File: src/rtl/coherence_bus_ctrl.sv
// -----------------------------------------------------------------------------
// coherence_bus_ctrl
// Snoopy-bus coherence sequencer for NUM_CPU cores. Collects per-cpu
// read_miss / write_miss / invalidate levels, picks one owner round-robin,
// broadcasts its tag on boci, snoops the peers, optionally invalidates
// peer copies, then returns a one-cycle grant with the fill source.
//
// Parameters
//   NUM_CPU   cores on the bus (2..8)
//   TAG_W     block tag width
//   SNOOP_LAT cycles cpu_search is held, found is ORed over all of them (1..4)
//
// Ports
//   clk, rst                   clock, synchronous active-high reset
//   read_miss/write_miss/
//   invalidate [NUM_CPU]       per-cpu request levels
//   bico [NUM_CPU*TAG_W]       per-cpu tag, cpu i at [i*TAG_W +: TAG_W]
//   cpu_search_found [NUM_CPU] per-cpu snoop hit
//   boci [TAG_W]               broadcast tag, held until the next latch
//   cpu_search [NUM_CPU]       snoop strobe to peers
//   grant [NUM_CPU]            one-hot completion pulse
//   cpu_datasel [NUM_CPU]      1 = fill from peer cache, valid with grant
//   invalidate_from_other_cpu  one-cycle invalidate strobe to peers
//   busy                       transaction in progress
//
// Optional build macro COH_PERF_CNT_EN adds saturating 16-bit counters
// rd_cnt, wr_cnt, inv_cnt, snoop_hit_cnt.
//
// state  | meaning
// IDLE   | sample requests, pick owner, latch tag
// SNOOP  | cpu_search to peers for SNOOP_LAT cycles, accumulate hits
// INVAL  | one-cycle invalidate strobe to hitting peers
// GRANT  | one-cycle grant + datasel to owner, advance round-robin
// -----------------------------------------------------------------------------
module coherence_bus_ctrl #(
   parameter int NUM_CPU   = 2,
   parameter int TAG_W     = 11,
   parameter int SNOOP_LAT = 1
) (
   input  logic                     clk,
   input  logic                     rst,
   input  logic [NUM_CPU-1:0]       read_miss,
   input  logic [NUM_CPU-1:0]       write_miss,
   input  logic [NUM_CPU-1:0]       invalidate,
   input  logic [NUM_CPU*TAG_W-1:0] bico,
   input  logic [NUM_CPU-1:0]       cpu_search_found,
   output logic [TAG_W-1:0]         boci,
   output logic [NUM_CPU-1:0]       cpu_search,
   output logic [NUM_CPU-1:0]       grant,
   output logic [NUM_CPU-1:0]       cpu_datasel,
   output logic [NUM_CPU-1:0]       invalidate_from_other_cpu,
   output logic                     busy
`ifdef COH_PERF_CNT_EN
   ,
   output logic [15:0]              rd_cnt,
   output logic [15:0]              wr_cnt,
   output logic [15:0]              inv_cnt,
   output logic [15:0]              snoop_hit_cnt
`endif
);

   if ((NUM_CPU < 2) || (NUM_CPU > 8) || (SNOOP_LAT < 1) || (SNOOP_LAT > 4)) begin : g_param_err
      $error("coherence_bus_ctrl: NUM_CPU must be 2..8 and SNOOP_LAT 1..4");
   end

   localparam int PTR_W = $clog2(NUM_CPU);
   localparam int CNT_W = (SNOOP_LAT > 1) ? $clog2(SNOOP_LAT) : 1;

   typedef enum logic [1:0] {S_IDLE, S_SNOOP, S_INVAL, S_GRANT} state_t;
   typedef enum logic [1:0] {T_RD, T_WR, T_INV} xact_t;

   state_t             state, state_nx;
   xact_t              xtype, win_type;
   logic [PTR_W-1:0]   rr_ptr, owner, win_idx;
   logic [NUM_CPU-1:0] holdoff, hit_mask, hit_next;
   logic [NUM_CPU-1:0] req, eligible, owner_oh, peer_mask;
   logic [CNT_W-1:0]   snoop_cnt;
   logic               win_found;
   int                 cand;

   assign req       = read_miss | write_miss | invalidate;
   assign eligible  = req & ~holdoff;
   assign owner_oh  = NUM_CPU'(1) << owner;
   assign peer_mask = ~owner_oh;
   // the owner's own found line is masked off here
   assign hit_next  = hit_mask | (cpu_search_found & peer_mask);

   // round-robin search upward from rr_ptr, wrapping at NUM_CPU-1
   always_comb begin
      win_found = 1'b0;
      win_idx   = '0;
      cand      = 0;
      for (int k = 0; k < NUM_CPU; k++) begin
         cand = int'(rr_ptr) + k;
         if (cand >= NUM_CPU) cand = cand - NUM_CPU;
         if (!win_found && eligible[PTR_W'(cand)]) begin
            win_found = 1'b1;
            win_idx   = PTR_W'(cand);
         end
      end
   end

   always_comb begin
      win_type = T_RD;
      if (write_miss[win_idx])      win_type = T_WR;
      else if (invalidate[win_idx]) win_type = T_INV;
   end

   always_comb begin
      state_nx                  = state;
      cpu_search                = '0;
      grant                     = '0;
      cpu_datasel               = '0;
      invalidate_from_other_cpu = '0;
      busy                      = (state != S_IDLE);
      case (state)
         S_IDLE: begin
            if (win_found) state_nx = S_SNOOP;
         end
         S_SNOOP: begin
            cpu_search = peer_mask;
            if (snoop_cnt == '0) begin
               if ((xtype != T_RD) && (|hit_next)) state_nx = S_INVAL;
               else                                state_nx = S_GRANT;
            end
         end
         S_INVAL: begin
            invalidate_from_other_cpu = hit_mask;
            state_nx                  = S_GRANT;
         end
         S_GRANT: begin
            grant = owner_oh;
            if ((xtype != T_INV) && (|hit_mask)) cpu_datasel = owner_oh;
            state_nx = S_IDLE;
         end
         default: state_nx = S_IDLE;
      endcase
   end

   always_ff @(posedge clk) begin
      if (rst) begin
         state     <= S_IDLE;
         rr_ptr    <= '0;
         holdoff   <= '0;
         owner     <= '0;
         xtype     <= T_RD;
         hit_mask  <= '0;
         snoop_cnt <= '0;
         boci      <= '0;
      end else begin
         state <= state_nx;
         case (state)
            S_IDLE: begin
               holdoff  <= '0;
               hit_mask <= '0;
               if (win_found) begin
                  owner     <= win_idx;
                  xtype     <= win_type;
                  boci      <= bico[int'(win_idx)*TAG_W +: TAG_W];
                  snoop_cnt <= CNT_W'(SNOOP_LAT - 1);
               end
            end
            S_SNOOP: begin
               hit_mask <= hit_next;
               if (snoop_cnt != '0) snoop_cnt <= snoop_cnt - 1'b1;
            end
            S_GRANT: begin
               rr_ptr   <= (owner == PTR_W'(NUM_CPU - 1)) ? '0 : owner + PTR_W'(1);
               // masks the owner's stale request level for one IDLE cycle
               holdoff  <= owner_oh;
               hit_mask <= '0;
            end
            default: ;
         endcase
      end
   end

`ifdef COH_PERF_CNT_EN
   function automatic logic [15:0] sat_inc(input logic [15:0] v);
      return (v == 16'hFFFF) ? v : v + 16'd1;
   endfunction

   always_ff @(posedge clk) begin
      if (rst) begin
         rd_cnt        <= '0;
         wr_cnt        <= '0;
         inv_cnt       <= '0;
         snoop_hit_cnt <= '0;
      end else if (state == S_GRANT) begin
         case (xtype)
            T_RD:    rd_cnt  <= sat_inc(rd_cnt);
            T_WR:    wr_cnt  <= sat_inc(wr_cnt);
            T_INV:   inv_cnt <= sat_inc(inv_cnt);
            default: ;
         endcase
         if (|hit_mask) snoop_hit_cnt <= sat_inc(snoop_hit_cnt);
      end
   end
`endif

endmodule

File: config.mk
export PLATFORM = sky130hd
export DESIGN_NAME = coherence_bus_ctrl
export DESIGN_NICKNAME = d
export VERILOG_FILES = /design/src/rtl/coherence_bus_ctrl.sv
export SDC_FILE = /design/constraint.sdc
export NUM_CORES = 1
export LEC_CHECK = 0
export ABC_AREA = 1
export CORE_MARGIN = 2
export CORE_UTILIZATION = 39
export DETAILED_ROUTE_END_ITERATION = 12
export GPL_TIMING_DRIVEN = 0
export PLACE_DENSITY = 0.79
export SLEW_MARGIN = 15
export SYNTH_ARGS = -nofsm -noshare
export SYNTH_HDL_FRONTEND = slang
export SYNTH_SLANG_ARGS = --single-unit
File: constraint.sdc
create_clock -name clk -period 1.5 [get_ports clk]
set_input_delay 0.225 -clock clk [delete_from_list [all_inputs] [get_ports clk]]
set_output_delay 0.225 -clock clk [all_outputs]
set_load 0.05 [all_outputs]
=== Yosys cells after proc, flatten, opt, wreduce, memory -nomap -nowiden ===
Cells that the tools add are included.
W data, S select, Z words.

* Word-level logic and storage cells: 81
* ROM bits: 0
* Memory bits (writable): 0
* Register bits after elaboration: 21
* Bits in latches: 0
* Input port bits: 32
* Output and inout bits: 20
* Memories: 0

* Div/mod/pow operators: 0
* Add/sub/neg operators: 5
* Bitwise operators: 7
* Shift operators: 2
* Multipliers: 1
* Eq/ne operators: 6
* Order comparisons: 5
* Reductions and logical operators: 16
* Mux-type cells: 31

{| class="wikitable"
|+ Operators with widths
! operator !! count
|-
| $shiftx A22 B6 Y11 || 1
|-
| $mux W1 || 18
|-
| $mux W2 || 9
|-
| $reduce_bool A2 Y1 || 5
|-
| $pmux W2 S4 || 1
|-
| $lt A1 B3 Y1 const B || 2
|-
| $ne A2 B2 Y1 const B || 3
|-
| $reduce_and A2 Y1 || 3
|-
| $reduce_or A2 Y1 || 3
|-
| $mul A1 B4 Y5 const B || 1
|-
| $eq A2 B2 Y1 const B || 2
|-
| $pmux W1 S2 || 2
|-
| $pmux W2 S2 || 1
|-
| $logic_and A1 B1 Y1 || 3
|-
| $sub A1 B1 Y1 const B || 3
|-
| $add A1 B1 Y2 const B || 1
|-
| $and A2 B2 Y2 || 1
|-
| $eq A2 B1 Y1 const B || 1
|-
| $ge A1 B2 Y1 const B || 1
|-
| $ge A2 B2 Y1 const B || 1
|-
| $logic_not A2 Y1 || 1
|-
| $lt A1 B2 Y1 const B || 1
|-
| $not A2 Y2 || 1
|-
| $or A1 B1 Y1 || 2
|-
| other kinds (6) || 6
|}

=== Depth between registers and ports, before layout ===
Gate-level depths: netlist of run 1.

* Depth in word-level cells: 13
* Depth in mapped cells: 8
* Mapped depth without buffers: 8

=== Least setup slack after synthesis of run 1 ===
OpenSTA, ideal clock, no wires.

* Kind: register to register
* Start: register state[0]
* End: register xtype[0]
* Library setup time: 0.114 ns
* Data required time: 1.386 ns
* Path slack: -0.086 ns
* Cell stages (with the launch flop): 8
* Period minus slack after synthesis: 1.586 ns
* Data arrival time: 1.472 ns
* Buffers on the path: 1
* Path through: dfxtp_1 > inv_1 > ha_1 > inv_1 > nor2_8 > buf_8 > o211ai_2 > inv_1

* Word-level cells in the longest chain between the ends: 2

{| class="wikitable"
|+ Ends and longest elaborated chain
! what !! line !! text
|-
| start, declared || 72 || <nowiki>state_t state, state_nx;</nowiki>
|-
| start signal, assigned || 151 || <nowiki>state <= state_nx;</nowiki>
|-
| $logic_not A2 Y1 || 152 || <nowiki>case (state)</nowiki>
|-
| $reduce_and A2 Y1 (no line) || n/a ||
|-
| end signal, assigned || 158 || <nowiki>xtype <= win_type;</nowiki>
|-
| end, declared || 73 || <nowiki>xact_t xtype, win_type;</nowiki>
|}

Every way passes these cells.
A chain may end at the register's enable or synchronous reset.

=== Worst setup path in the final report of run 1 ===
* Start: register state[0]
* End: output cpu_datasel[0]

* Word-level cells in the longest chain between the ends: 2

{| class="wikitable"
|+ Ends and longest elaborated chain
! what !! line !! text
|-
| $eq A2 B2 Y1 || 116 || <nowiki>case (state)</nowiki>
|-
| $mux W2 || 116 ||
|-
| end, declared || 50 || <nowiki>output logic [NUM_CPU-1:0] cpu_datasel,</nowiki>
|}

Every way passes these cells.

==> metrics.md, run 1 <==
| Metric | Value |
|---|---|
| Top cell type's share of synthesized area | 0.3819 |
| Leak | approximately 0.77 nW |
| Req. time, crit path | approximately 1300 ps |
| Placed cells | between 200 and 250 |
| Synth Net Count | around 170 |
| DRC | 0 |
| Initial antenna violation count | 0 |
| Clock Sinks | 20 |
| Pre-CTS setup slack | -396.2 ps |
| Die Height | approximately 56 um |
| CTS tree | yes |
| Clk pwr share | 0.078 |
| N_diodes | 0 |
| IO Pins | 52 |
| Sequential fraction of the synthesis area | 0.3819 |
| Worst-Skew Late Latency | slightly below 300 ps |
| Avg Synthesized Cell Area | 7.653 sq um |
| Detailed Place HPWL | between 2000 and 2500 um |
| Setup Fix Bufs, Post-CTS | 0 |
| Outcome | complete, no violations |
| Pre-Repair DR Iteration Count | 4 |
| Global-route wire length before repair | between 4000 and 5000 um |
| Via count | roughly 1100 |
| Overall Power | 3.220 mW |
| Max-slew violations | 0 |
| Wirelength per Cell | roughly 13 um |
| Switching share of total power | 0.5229 |
| Setup CP Type | flop to output port |
| Post-Route Skew | roughly 0.33 ps |
| Vias in the first global route | ~1200 |
| CTS Buffer Depth | 2 |
| Filler cells | 230 |
| Type of origin of the critical path | flop |
| Worst vdd ir | ~1200 uV |
| Worst r2r src | state[0]$_SDFFE_PP0P_ |
| Final setup viols | 0 |
| Final period utilization | 0.9773 |
| PortBufs | 50 |
| Worst EP arrival | ~1200 ps |
| Initial DRC count | 10 |
| Initial Utilization | 0.4157 |
| Post-Syn Area | between 0.001 and 0.0015 sq mm |
| Syn. warnings | 0 |
| Reg-to-reg slack, setup | around 120 ps |
| Largest area contributor in the netlist | dfxtp_1 |
| Met1 GRT Util | 0.2020 |
| Hold Crit Start | hit_mask[0]$_SDFFE_PP0P_ |
| FP Rows | 18 |
| RSZ-0062 raised after global routing | yes |
| Seq pwr share | 0.297 |
| Final min period | about 1500 ps |
| Clk pin slew, worst setup/hold paths | 110 ps |
| Critical Path Sink Type | output port |
| Setup WS post-layout | ~34 ps |
| Pin count of the biggest net entering global routing | 11 |
| Worst hold path class | flop to flop |
| P_int | between 1.5 and 2 mW |
| M3 GR Usage | 0.05581 |
| Post-route ant nets | 0 |
| F_max | between 600 and 700 MHz |
| Die W | about 56 um |
| Reg2Reg Depth | 8 |
| TNS Setup | 0 ps |
| Distinct cells, synth | 21 |
| Num CTS Buffers | 3 |
| P&R area growth vs syn | 61.46% |
| M2 GR Usage | 0.3724 |
| Share of cells above drive strength 1 | 0.2053 |
| Measured slew at the worst slew-check pin | roughly 510 ps |
| Total gr overflow | 0 |
| Final GP Congestion | roughly 0.8 |
| Area contributors post-synth | dfxtp_1 (38%), inv_1 (8.2%), a21oi_1 (8.1%) |
| Storage element area | around 400 sq um |
| Final hold violation count | 0 |
| FF+latch count, synth | 20 |
| Gr busiest metal | met2 |
| Power Dens Cells | approximately 1900 mW/mm^2 |
| Clk root buf | clkbuf_4 |
| Max cap viols | 0 |
| Final cell count without fillers | 220 |
| H-tree levels | 1 |
| Cells after Synth | about 140 |
| Part of the power in combinational logic | 0.626 |
| Gr usage total | 0.1902 |
| Hold Path Stages | 2 |
| RR Endpoint | xtype[0]$_SDFFE_PP0P_ |
| NetSw | roughly 1.7 mW |
| Worst Path Max Fanout | 5 |
| Footprint of the multi-input gates | a little under 600 sq um |
| Die ar. | a little over 0.003 sq mm |
| Routed WL | 2927 um |
| Relative slew slack | 0.6602 |
| Hold path endpoint | hit_mask[0]$_SDFFE_PP0P_ |
| Core area | ~0.0025 sq mm |
| Hold WS | 513.3 ps |
| Layout net count | between 200 and 250 |
| DR vias/cell | about 5.2 |
==> kinds of logic after synthesis <==
| family | Yosys count | share of synthesized area |
|---|---|---|
| compound gates | 49 | 0.2613 |
| fa+ha+maj | 5 | 0.05967 |
| buf+inv | 28 | 0.1277 |
| flops | 20 | 0.3819 |
| simple gates | 35 | 0.1695 |
==> registers in the layout, indices dropped and copies added, names as in the netlist <==
signal,count
boci,11
hit_mask,2
holdoff,1
owner,1
rr_ptr,1
state,2
xtype,2
==> layout by cell type, fill, tap and decap left out, drive strengths merged <==
cell type      Yosys  layout
o21bai             1       1
dfxtp             20      20
nor2               9       9
nand3              2       2
inv               23      22
buf                5      14
ha                 5       5
clkbuf             0       3
nand4              2       2
dlygate4sd2        0      11
nand2             22      22
clkinvlp           0       1
a21oi             18      18
o22ai             12      12
clkdlybuf4s50      0      30
o211ai             1       1
o21ai             17      17
==> cell type report <==
cell class | count | share of cell area
multi-input combinational | 89 | 0.3474
timing repair buffer | 50 | 0.2919
sequential | 20 | 0.2409
inverter | 23 | 0.05617
buffer | 5 | 0.02809
tap | 30 | 0.02217
clock buffer | 3 | 0.01330
==> worst max-delay path by stage <==
stage | from | endpoint | slack [ps] | cells after the start
2_1_floorplan | state[1]$_SDFFE_PP0P_ | xtype[0]$_SDFFE_PP0P_ | -40 | 8
3_3_place_gp | state[0]$_SDFFE_PP0P_ | cpu_datasel[0] | -350 | 4
3_5_place_dp | state[0]$_SDFFE_PP0P_ | cpu_datasel[0] | -400 | 4
4_1_cts | state[0]$_SDFFE_PP0P_ | invalidate_from_other_cpu[1] | 3 | 5
5_1_grt | state[0]$_SDFFE_PP0P_ | cpu_datasel[0] | -40 | 4
6_report | state[0]$_SDFFE_PP0P_ | cpu_datasel[0] | 30 | 4
==> worst max-delay path, cell delays in order, from the launching register on <==
cell     delay (ps)
dfxtp_4         420
ha_4            160
nand2_2          90
nor2_4          130
buf_8           150
==> cells in the mapped netlist <==
master,count
a21oi_1,17
a21oi_2,1
buf_2,2
buf_6,2
buf_8,1
dfxtp_1,20
ha_1,5
inv_1,23
nand2_1,20
nand2_4,2
nand3_1,1
nand3_2,1
nand4_1,2
nor2_1,7
nor2_2,1
nor2_8,1
o211ai_2,1
o21ai_0,11
o21ai_1,6
o21bai_1,1
o22ai_1,12
==> through the flow <==
step / utilization / cell area [sq um]
2_1_floorplan: - / 1062
3_3_place_gp: 0.6344 / 1600
3_5_place_dp: 0.6344 / 1600
4_1_cts: 0.6434 / 1623
5_1_grt: 0.6711 / 1693
6_report: 0.6711 / 1693
==> per-layer routing <==
metal,share of wire,vias to the layer above,wire [um]
met4,0.0065,0,19
met2,0.55,42,1596
met1,0.37,525,1094
met5,0,-,0
li1,-,568,-
met3,0.074,4,216
==> power by group through the flow <==
stage | Combinational [mW] | Sequential [mW] | Clock, mW
after floorplan | 0.915 | 1.39 | 0
after global placement | 1.98 | 0.906 | 0
after detailed placement | 2.01 | 0.919 | 0
after CTS | 1.95 | 0.917 | 0.254
after global routing | 2.18 | 0.984 | 0.277
final | 2.01 | 0.956 | 0.250
==> what timing repair did <==
| action | CTS | global route |
|---|---|---|
| endpoints found under the setup margin | 20 | 9 |
| gates resized for setup | 76 | 15 |
| pin swaps | 1 | 2 |
| hold buffers | 0 | 0 |
Note: power is estimated with default switching activity, not from simulation.
==> inputs of run 2 (changes only) <==
==> constraint.sdc (replaced) <==
create_clock -name clk -period 1.5 [get_ports clk]
set_input_delay 0.225 -clock clk [delete_from_list [all_inputs] [get_ports clk]]
set_output_delay 0.225 -clock clk [all_outputs]
set_load 0.02 [all_outputs]
==> metrics.md, run 2 (synthesis gave the netlist of run 1 again) <==
| Metric | Value |
|---|---|
| Setup CP Type | flop to output port |
| DR vias/cell | 5.144 (-0.64%) |
| DRC | 0 (unchanged) |
| Clock Sinks | 20 (unchanged) |
| Detailed Place HPWL | 2250 um (+1.1%) |
| Share of cells above drive strength 1 | 0.1979 (-0.007346) |
| Switching share of total power | 0.4204 (-0.1024) |
| F_max | 684.2 MHz (+0.29%) |
| Layout net count | 230 (+0.44%) |
| Die Height | 55.85 um (unchanged) |
| Via count | 1142 (+0.26%) |
| N_diodes | 0 (unchanged) |
| Total gr overflow | 0 (unchanged) |
| NetSw | 1.241 mW (-26%) |
| Die W | 55.85 um (unchanged) |
| Pre-Repair DR Iteration Count | 4 (unchanged) |
| Worst EP arrival | 1240 ps (about the same) |
| Core area | 0.002522 sq mm (unchanged) |
| Final GP Congestion | 0.8092 (+1.4%) |
| Worst-Skew Late Latency | 310 ps (+20 ps) |
| Critical Path Sink Type | output port |
| Post-route ant nets | 0 (unchanged) |
| Hold Path Stages | 2 (unchanged) |
| Largest register by flop count | boci |
| Placed cells | 217 (unchanged) |
| PortBufs | 50 (unchanged) |
| Pin count of the biggest net entering global routing | 13 (+2) |
| Num CTS Buffers | 3 (unchanged) |
| Cell area after placement | 0.001587 sq mm (-0.86%) |
| H-tree levels | 1 (unchanged) |
| Reg-to-reg slack, setup | 170 ps (+50 ps) |
| Die ar. | 0.003119 sq mm (unchanged) |
| Worst Path Max Fanout | 4 (-1) |
| Worst hold path class | flop to flop |
| Vias in the first global route | 1098 (-4.9%) |
| Part of the power in combinational logic | 0.533 (-0.093) |
| Req. time, crit path | 1270 ps (about the same) |
| Type of origin of the critical path | flop |
| Final min period | 1462 ps (-4.222 ps) |
| Gr usage total | 0.1838 (-0.006470) |
| Leak | 0.8527 nW (+10%) |
| P_int | 1.711 mW (+11%) |
| Commonest non-fill, non-tap cell in the layout | clkdlybuf4s50_1 |
| Hold path endpoint | hit_mask[1]$_SDFFE_PP0P_ |
| Worst r2r src | state[0]$_SDFFE_PP0P_ |
| Final cell count without fillers | 222 (+0.91%) |
| Outcome | complete, no violations |
| Most frequent cells in the layout | clkdlybuf4s50_1 (30), inv_1 (20), dfxtp_1 (18), nand2_1 (17), a21oi_1 (17) |
| CTS Buffer Depth | 2 (unchanged) |
| Crit path cell chain | inv_2 > ha_2 > inv_1 > nor2_1 > buf_4 |
| Final period utilization | 0.9744 (-0.002815) |
| Clk root buf | clkbuf_4 |
| Pre-CTS setup slack | -229.6 ps (+166.6 ps) |
| Overall Power | 2.952 mW (-8.3%) |
| Routed WL | 2930 um (+0.10%) |
| Post-Route Skew | 7.931 ps (+7.604 ps) |
| Max stage delay on crit path | 380 ps (-40 ps) |
| Max reg flops | 11 (unchanged) |
| RSZ-0062 raised after global routing | yes |
| Buf/Inv on CP | 3 (+2) |
| P&R area growth vs syn | 59.79% |
| CTS tree | yes |
| Power Dens Cells | 1762 mW/mm^2 (-7.4%) |
| Worst vdd ir | 1117 uV (-6.6%) |
| Global-route wire length before repair | 4574 um (-6.1%) |
| IO Pins | 52 (unchanged) |
| Initial antenna violation count | 0 (unchanged) |
| FP Rows | 18 (unchanged) |
| Max-slew violations | 0 (unchanged) |
| Reg2Reg Depth | 7 (-1) |
| Seq pwr share | 0.314 (+0.017) |
| Slowest CP cell | dfxtp_4 |
| Hold Crit Start | hit_mask[1]$_SDFFE_PP0P_ |
| Max cap viols | 0 (unchanged) |
| RR Endpoint | boci[2]$_SDFFE_PP0P_ |
| Setup WS post-layout | 38.34 ps (+4.222 ps) |
| Initial DRC count | 15 (+5) |
| Fin area | 0.001675 sq mm (-1.0%) |
| Measured slew at the worst slew-check pin | 263.9 ps (-247.8 ps) |
| Clk pwr share | 0.153 (+0.075) |
| Clk pin slew, worst setup/hold paths | 130 ps (+20 ps) |
| Relative slew slack | 0.8235 (+0.1633) |
| Final hold violation count | 0 (unchanged) |
| Wirelength per Cell | 13.20 um (-0.80%) |
| Family with the most delay on the worst path | flip-flops |
| Final setup viols | 0 (unchanged) |
| Initial Utilization | 0.4157 (unchanged) |
run 2: cell types whose count changed in the layout (fill, tap and decap cells not counted), moves of 3 or more:
cell            before  now
buf_2                2    6
buf_6                8    4
inv_2                0    3
nor2_1               4    7
dlymetal6s2s_1       0    6
dlygate4sd2_1       11    5
run 2: repair_timing:
action                     4_1_cts  5_1_grt
setup buffers                    0        1
setup endpoints to repair       14       15
pin swaps                        0        1
hold buffers                     0        0
gates resized for setup         45       25
run 2: how the worst max path moves through the flow:
stage / cells after the start / to / startpoint / slack, ps
after floorplan: 7 / xtype[0]$_SDFFE_PP0P_ / state[0]$_SDFFE_PP0P_ / 100
after global placement: 4 / busy / state[0]$_SDFFE_PP0P_ / -210
after detailed placement: 4 / busy / state[0]$_SDFFE_PP0P_ / -230
after CTS: 5 / cpu_search[0] / state[1]$_SDFFE_PP0P_ / -60
after global routing: 5 / cpu_search[1] / state[1]$_SDFFE_PP0P_ / -10
final: 5 / cpu_search[1] / state[1]$_SDFFE_PP0P_ / 40
run 2: power groups by stage:
stage               combinational, mW  sequential (mW)  clock [mW]
global placement                 1.54            0.899           0
detailed placement               1.58            0.911           0
finish                           1.57            0.926       0.452
CTS                              1.54            0.905       0.449
floorplan                       0.788             1.06           0
global route                     1.70            0.963       0.475
run 2: worst min-delay path: stages, from the launching register on:
cell     delay, ps
dfxtp_1        350
nand2_2         70
a21oi_1         50
run 2: layout make-up:
type / count / area (sq um)
fill: 232 / 847.1
multi-input combinational: 89 / 551.8
timing repair buffer: 51 / 491.7
sequential: 20 / 407.9
inverter: 23 / 86.33
buffer: 5 / 47.55
tap: 30 / 37.54
clock inverter: 1 / 30.03
clock buffer: 3 / 22.52
run 2: routing by layer:
layer  vias to the layer above  part of all wire  routed length [um]  track usage
li1                        567                 -                   -            -
met1                       513              0.39                1142       0.1886
met2                        57              0.49                1430       0.3384
met3                         5              0.11                 322      0.06744
met4                         0             0.012                  34      0.06803
met5                         -                 0                   0            0
run 2: through the flow:
stage	hold slack, ps	utilization	TNS [ps]
finish	507.4	0.6642	0
global placement	485.7	0.6290	-853.9
detailed placement	502.5	0.6290	-1795
global route	543.5	0.6642	-25.78
floorplan	287.4	-	0
CTS	508.8	0.6419	-132.7
